--- config.mk ---
export PLATFORM = sky130hd
export DESIGN_NAME = sp_bank_scheduler
export DESIGN_NICKNAME = d
export VERILOG_FILES = /design/src/rtl/sp_types_pkg.sv /design/src/rtl/sp_rr_arb2.sv /design/src/rtl/sp_bank_scheduler.sv
export SDC_FILE = /design/constraint.sdc
export NUM_CORES = 1
export LEC_CHECK = 0
export CAP_MARGIN = 20
export CORE_AREA = 2 2 113 115
export CTS_CLUSTER_SIZE = 8
export DETAILED_ROUTE_END_ITERATION = 6
export DIE_AREA = 0 0 115 117
export HOLD_SLACK_MARGIN = 0.15
export MAX_ROUTING_LAYER = met4
export PLACE_DENSITY = 0.84
export SLEW_MARGIN = 40
export SYNTH_ARGS = -nofsm -noshare
export SYNTH_HDL_FRONTEND = slang
export SYNTH_SLANG_ARGS = --single-unit
--- constraint.sdc ---
create_clock -name CLK -period 3.6 [get_ports CLK]
set_input_delay 0.72 -clock CLK [delete_from_list [all_inputs] [get_ports CLK]]
set_output_delay 0.72 -clock CLK [all_outputs]
set_load 0.05 [all_outputs]
--- src/rtl/sp_types_pkg.sv ---
// Shared scratchpad types: bank FIFO entry layouts, command opcodes and
// the read-issue FSM encoding used by the bank scheduler.
package sp_types_pkg;
    localparam int MAT_S_W      = 2;
    localparam int ROW_S_W      = 2;
    localparam int BITS_PER_ROW = 64;
    localparam int ADDR_W       = 32;

    // Any opcode other than these two is treated as a NOP.
    localparam logic [1:0] OP_STORE = 2'b01;
    localparam logic [1:0] OP_GEMM  = 2'b10;

    // STORE reads tag rows 00; GEMM operands A/B/C tag 01/10/11.
    localparam logic [1:0] MT_STORE = 2'b00;

    typedef enum logic [1:0] {
        ST_IDLE     = 2'd0,
        ST_STORE_RD = 2'd1,
        ST_GEMM_RD  = 2'd2
    } state_e;

    typedef struct packed {
        logic                    gemm_result;
        logic [MAT_S_W-1:0]      mat_s;
        logic [ROW_S_W-1:0]      row_s;
        logic [BITS_PER_ROW-1:0] data;
    } wFIFO_t;

    typedef struct packed {
        logic [1:0]         mat_t;
        logic [MAT_S_W-1:0] mat_s;
        logic [ROW_S_W-1:0] row_s;
        logic [ADDR_W-1:0]  addr;
    } rFIFO_t;
endpackage

--- src/rtl/sp_rr_arb2.sv ---
// Two-way round-robin arbiter; req[0] wins contention first after reset.
module sp_rr_arb2 (
    input  logic       CLK,
    input  logic       nRST,
    input  logic       en,
    input  logic [1:0] req,
    output logic [1:0] gnt
);
    // prio_q == 0 favours req[0] on contention, 1 favours req[1].
    logic prio_q, prio_d;

    always_comb begin
        gnt    = 2'b00;
        prio_d = prio_q;
        if (en) begin
            if (req[0] && (!req[1] || !prio_q)) gnt = 2'b01;
            else if (req[1])                     gnt = 2'b10;
        end
        if (gnt[0])      prio_d = 1'b1;
        else if (gnt[1]) prio_d = 1'b0;
    end

    always_ff @(posedge CLK or negedge nRST) begin
        if (!nRST) prio_q <= 1'b0;
        else       prio_q <= prio_d;
    end
endmodule

--- src/rtl/sp_bank_scheduler.sv ---
// Scratchpad bank scheduler: read-issue FSM for STORE/GEMM commands into the
// bank read queue, plus round-robin merge of load and result rows into the write queue.
module sp_bank_scheduler
    import sp_types_pkg::*;
#(
    parameter int MAT_S_W      = sp_types_pkg::MAT_S_W,
    parameter int ROW_S_W      = sp_types_pkg::ROW_S_W,
    parameter int BITS_PER_ROW = sp_types_pkg::BITS_PER_ROW,
    parameter int ADDR_W       = sp_types_pkg::ADDR_W
) (
    input  logic                    CLK,
    input  logic                    nRST,
    input  logic                    cmd_valid,
    output logic                    cmd_ready,
    input  logic [1:0]              cmd_op,
    input  logic [ADDR_W-1:0]       cmd_addr,
    input  logic [MAT_S_W-1:0]      cmd_mat_a,
    input  logic [MAT_S_W-1:0]      cmd_mat_b,
    input  logic [MAT_S_W-1:0]      cmd_mat_c,
    input  logic                    ld_valid,
    output logic                    ld_ready,
    input  logic [MAT_S_W-1:0]      ld_mat_s,
    input  logic [ROW_S_W-1:0]      ld_row_s,
    input  logic [BITS_PER_ROW-1:0] ld_data,
    input  logic                    res_valid,
    output logic                    res_ready,
    input  logic [MAT_S_W-1:0]      res_mat_s,
    input  logic [ROW_S_W-1:0]      res_row_s,
    input  logic [BITS_PER_ROW-1:0] res_data,
    output logic                    wFIFO_WEN,
    output wFIFO_t                  wFIFO_wdata,
    input  logic                    wFIFO_full,
    output logic                    rFIFO_WEN,
    output rFIFO_t                  rFIFO_wdata,
    input  logic                    rFIFO_full,
    output logic                    busy
);
    state_e              state_q, state_d;
    logic [3:0]          cnt_q, cnt_d;
    logic [MAT_S_W-1:0]  mat_a_q, mat_a_d, mat_b_q, mat_b_d, mat_c_q, mat_c_d;
    logic [ADDR_W-1:0]   base_q, base_d;
    logic [1:0]          gnt;

    always_comb begin
        state_d     = state_q;
        cnt_d       = cnt_q;
        mat_a_d     = mat_a_q;
        mat_b_d     = mat_b_q;
        mat_c_d     = mat_c_q;
        base_d      = base_q;
        cmd_ready   = (state_q == ST_IDLE);
        rFIFO_WEN   = 1'b0;
        rFIFO_wdata = '0;
        case (state_q)
            ST_IDLE: begin
                if (cmd_valid && cmd_op == OP_STORE) begin
                    mat_a_d = cmd_mat_a;
                    base_d  = cmd_addr;
                    cnt_d   = '0;
                    state_d = ST_STORE_RD;
                end else if (cmd_valid && cmd_op == OP_GEMM) begin
                    mat_a_d = cmd_mat_a;
                    mat_b_d = cmd_mat_b;
                    mat_c_d = cmd_mat_c;
                    cnt_d   = '0;
                    state_d = ST_GEMM_RD;
                end
            end
            ST_STORE_RD: begin
                if (!rFIFO_full) begin
                    rFIFO_WEN         = 1'b1;
                    rFIFO_wdata.mat_t = MT_STORE;
                    rFIFO_wdata.mat_s = mat_a_q;
                    rFIFO_wdata.row_s = cnt_q[1:0];
                    rFIFO_wdata.addr  = base_q + ADDR_W'({cnt_q, 3'b000});
                    cnt_d             = cnt_q + 4'd1;
                    if (cnt_q == 4'd3) state_d = ST_IDLE;
                end
            end
            ST_GEMM_RD: begin
                // cnt[3:2] walks operand A, B, C; cnt[1:0] walks the rows.
                if (!rFIFO_full) begin
                    rFIFO_WEN         = 1'b1;
                    rFIFO_wdata.mat_t = cnt_q[3:2] + 2'd1;
                    case (cnt_q[3:2])
                        2'd0:    rFIFO_wdata.mat_s = mat_a_q;
                        2'd1:    rFIFO_wdata.mat_s = mat_b_q;
                        default: rFIFO_wdata.mat_s = mat_c_q;
                    endcase
                    rFIFO_wdata.row_s = cnt_q[1:0];
                    cnt_d             = cnt_q + 4'd1;
                    if (cnt_q == 4'd11) state_d = ST_IDLE;
                end
            end
            default: state_d = ST_IDLE;
        endcase
    end

    always_ff @(posedge CLK or negedge nRST) begin
        if (!nRST) begin
            state_q <= ST_IDLE;
            cnt_q   <= '0;
            mat_a_q <= '0;
            mat_b_q <= '0;
            mat_c_q <= '0;
            base_q  <= '0;
        end else begin
            state_q <= state_d;
            cnt_q   <= cnt_d;
            mat_a_q <= mat_a_d;
            mat_b_q <= mat_b_d;
            mat_c_q <= mat_c_d;
            base_q  <= base_d;
        end
    end

    assign busy = (state_q != ST_IDLE);

    sp_rr_arb2 u_arb (
        .CLK  (CLK),
        .nRST (nRST),
        .en   (!wFIFO_full),
        .req  ({res_valid, ld_valid}),
        .gnt  (gnt)
    );

    assign ld_ready  = gnt[0];
    assign res_ready = gnt[1];
    assign wFIFO_WEN = |gnt;

    always_comb begin
        wFIFO_wdata.gemm_result = gnt[1];
        wFIFO_wdata.mat_s       = gnt[1] ? res_mat_s : ld_mat_s;
        wFIFO_wdata.row_s       = gnt[1] ? res_row_s : ld_row_s;
        wFIFO_wdata.data        = gnt[1] ? res_data  : ld_data;
    end
endmodule

### After elaboration in Yosys (flattened, before gate mapping)

Cells that the tools add are included.

| operators by class | value |
|---|---|
| bitwise gates (word level) | 1 |
| $add $sub $neg | 3 |
| reduce and logical (&&, ||, !) cells | 19 |
| eq/ne operators | 13 |
| muxes and demuxes | 28 |

Operators with widths:

| operator | count |
|---|---|
| two-way mux 64 bit | 1 |
| two-way mux 36 bit | 1 |
| adder 32 x 7 -> 32 bit | 1 |
| two-way mux 32 bit | 1 |
| two-way mux 2 bit | 13 |
| two-way mux 4 bit | 3 |
| one-hot mux 6 bit (2 select lines) | 1 |
| != test 2 bit, second input constant | 5 |
| one-hot mux 4 bit (2 select lines) | 1 |
| nonzero test 2 bit | 4 |
| equality test 2 x 1 -> 1 bit, second input constant | 3 |
| two-way mux 6 bit | 1 |
| one-hot mux 2 bit (3 select lines) | 1 |
| AND reduction 3 bit | 2 |
| AND reduction 5 bit | 1 |
| adder 4 x 1 -> 4 bit, second input constant | 1 |
| equality test 2 bit, second input constant | 2 |
| equality test 4 x 2 -> 1 bit, second input constant | 1 |
| equality test 4 bit, second input constant | 1 |
| logical NOT 2 bit | 2 |
| two-way mux 1 bit | 4 |
| one-hot mux 2 bit (2 select lines) | 1 |
| AND reduction 2 bit | 2 |
| OR reduction 2 bit | 2 |
| 6 further kinds | 9 |

| word-level totals | value |
|---|---|
| output and inout bits | 113 |
| word-level logic and storage cells | 71 |
| flip-flop bits (word level) | 45 |
| input bits | 183 |

### Depth between registers and ports, before layout

| logic depth | value |
|---|---|
| word-level depth | 7 |
| gate-level depth with buffers | 7 |
| mapped depth without buffers | 6 |

### By module

From an unflattened synthesis, not the netlist that was laid out.

| unflattened totals | value |
|---|---|
| cell total of the unflattened synthesis | 375 |
| area total of the unflattened synthesis | 3728.6 µm² |

Modules (own cells, without submodules):

| module | sequential area each (µm²) | times used | area an instance (µm²) | cells an instance |
|---|---|---|---|---|
| sp_bank_scheduler | 1101.1 | 1 | 3659.8 | 366 |
| sp_rr_arb2 | 25.0 | 1 | 68.8 | 9 |

### Worst setup path before layout

No wires, ideal clock.

| timing | value |
|---|---|
| path kind | register -> output |
| start point | register cnt_q[2] |
| end point | output port rFIFO_wdata[28] (netlist name) |
| data required time | 2.880 ns |
| stages on the path, launching flop included | 7 |
| setup slack | -0.269 ns |
| arrival time | 3.149 ns |
| buffers on the path | 2 |
| path through | dfrtp_1 -> ha_1 -> o21ai_0 -> o21ba_2 -> clkbuf_1 -> clkbuf_1 -> o41ai_1 |

RTL lines:

| what | line | source |
|---|---|---|
| start: declaration | sp_bank_scheduler.sv:39 | `logic [3:0] cnt_q, cnt_d;` |
| start signal: assignment | sp_bank_scheduler.sv:109 | `cnt_q <= cnt_d;` |
| end: declaration | sp_bank_scheduler.sv:34 | `output rFIFO_t rFIFO_wdata,` |

==> metrics.cfg <==
[die]
dieWidth_um=115
initial_core_util=0.305
io_pins=296
row_count=41
core_mm2=0.0123
dieArea_mm2=0.0135
die_h_um=117

[critical_path]
critPathTopFamily=compound AO/OA/AOI/OAI gates
r2r-start=state_q[1]
crit_required_ns=2.88
cp-end-kind=primary output
cp.arrival_ns=2.64
worstPathCellList=ha_1, o21ai_0, o21ba_2, or4_1, a21oi_1, buf_12
startpoint=cnt_q[2]
critPathLaunchType=register
slowest_stage=or4_1
slowest_delay_ns=0.53
path_buf_inv=1
cp_max_fo=19
crit_type=register to primary output

[global_routing]
grt_max_degree=59
grt_pass1_vias=4232
grt_use_total=0.275
grt_first_pass_wirelength_mm=25.9
overflow=0
antenna_found_initial=7

[flow_run]
cap_viol_max_count=0

[pwr]
p_seq_frac=0.291
p_sw_frac=0.452
power.density_mw_per_mm2=487
clockPowerShare=0.140
p_sw_w=0.00159
p_comb_frac=0.569
cellLeakagePower_nw=2.95
ir_drop_uv=251
p_int_w=0.00193

[drt]
wl_mm=18.8
drt_iter0_drc=268
wl_per_cell_um=22.8
final_antenna_net_count=0
drc=0
avgViaCountPerCell=5.18
firstDrtPassIters=4
num_vias=4276

[cts]
clkTransAtPathRegs_ns=0.07
clock_latency_ns=0.29
cts_buffers=5
cts_tree=yes
clock-sinks=45
cts_root_buf=clkbuf_16
cts_htree_levels=2
clk_path_buf_depth=2
postCtsSetupBuffers=0

[layout]
final_cell_mix=189 x clkdlybuf4s50_1, 106 x mux2_2, 83 x buf_4
fin_nets=861
final_area_mm2=0.00722
drive_gt1_frac=0.360
final_common_cell=clkdlybuf4s50_1
postLayoutCoreUtil=0.587
fill_cells=1026
syn_to_final_growth_pct=92.7

[place]
place_area_mm2=0.00705
place.gp.congestion=0.894
port_buffers=295
dp_hpwl_mm=16.3

[sta]
worst_slew_pin_slew_ns=0.704
drv_slew=0
hold_viol=0
fmax_mhz=298
rsz0062_at_grt=no
clock_skew_ns=0.00579
fin_crit_ns=3.36
final.period_utilization=0.933
whs_ns=0.427
max_slew_margin=0.526
finalSetupViolCount=0

[yosys]
synth_cell_type_count=47
synth_edf_count=0
syn_area_per_cell_um2=10.0
synth_area_leaders=mux2_2 32%, dfrtp_1 30%, ha_1 3.7%, a21oi_1 2.4%, nand2b_1 1.8%
synth_nets=569
syn_inst=374
ys_seq_elements=45
yosysWarnings=0
ys_seq_area_frac=0.300
syn_area_mm2=0.00375
synth_top_area_cell=mux2_2
synthFlopType=dfrtp_1
yosysTopAreaCellShare=0.318
synth_async_sr_flop_share=1.00

[status]
outcome=finished clean

[hold_path]
min-delay-path-class=input pin to async pin

cells by family (layout without fill, tap and decap cells):
logic type,after synthesis,count (layout),synth area share
multiplexers,111,111,0.332
AND/OR/NAND/NOR,95,95,0.150
AO/OA/AOI/OAI,66,66,0.117
flip-flops,45,45,0.300
buffers and inverters,37,330,0.0404
adder cells (fa/ha/maj),12,12,0.0420
XOR/XNOR,8,8,0.0187
other,0,8,0
stage by stage:
step                      total power [W]  cells  TNS (ns)  worst slack, ns
final                             0.00352    825         0            0.240
after global routing              0.00374    824         0           0.0611
after CTS                         0.00352    817         0            0.135
after detailed placement          0.00303    809         0            0.339
after global placement            0.00296    809         0            0.368
after floorplan                   0.00226    374    -0.537           -0.269
per-layer routing:
metal	track usage	part of all wire	up-vias
met5	-	0	-
met4	0.136	0.036	0
met3	0.0479	0.066	22
met2	0.469	0.53	190
met1	0.315	0.37	2078
li1	-	-	1986
state kept, by name, indices dropped and copies added, names as in the netlist:
register and cells:
u_arb.prio_q 1, cnt_q 4, state_q 2, mat_c_q 2
mat_a_q 2, mat_b_q 2, base_q 32
final cells by class:
class	instances	area [um2]	area share
clock buffers	6	139	0.0192
repair buffers	305	3180	0.440
inverters	17	63.8	0.00883
well taps	150	188	0.0260
multi-input cells	292	2500	0.346
diodes	8	20.0	0.00277
clock inverters	2	16.3	0.00225
flip-flops and latches	45	1130	0.156
synthesized netlist by cell type (all sizes together) (2+ instances only):
library cell / count
mux2: 106
dfrtp: 45
a21oi: 18
clkbuf: 17
inv: 17
nand2: 14
nor2: 14
nand3: 13
o21ai: 12
ha: 11
nand2b: 11
or4: 9
and2: 8
o31ai: 8
a211oi: 7
xnor2: 7
nand4: 6
mux2i: 5
or3: 5
and3: 3
buf: 3
o311ai: 3
o41ai: 3
a2111oi: 2
a21o: 2
a2bb2oi: 2
and4: 2
nand4b: 2
nor2b: 2
nor3b: 2
nor4b: 2
o21bai: 2
what timing repair did:
action	CTS	global route
setup endpoints to repair	0	1
hold buffers	0	0
resized for setup	0	1
endpoints found under the hold margin	0	0
final timing paths:
check,endpoint,slack (ns),depth (start not counted)
worst max-delay path,rFIFO_wdata[20],0.24,6
worst min-delay path,mat_b_q[1],0.43,1
worst max register to register,base_q[20],1.38,5
worst min register to register,base_q[1],0.51,1
max in group asynchronous,base_q[23],2.75,1
min in group CLK,base_q[1],0.51,1
power groups by stage:
stage / combinational [W] / clock, W / sequential [W]
2_1_floorplan: 0.00132 / 0 / 0.000942
3_3_place_gp: 0.00196 / 0 / 0.00101
3_5_place_dp: 0.00200 / 0 / 0.00103
4_1_cts: 0.00200 / 0.000493 / 0.00102
5_1_grt: 0.00216 / 0.000520 / 0.00107
6_report: 0.00200 / 0.000491 / 0.00102
(Power assumes the default switching activity.)
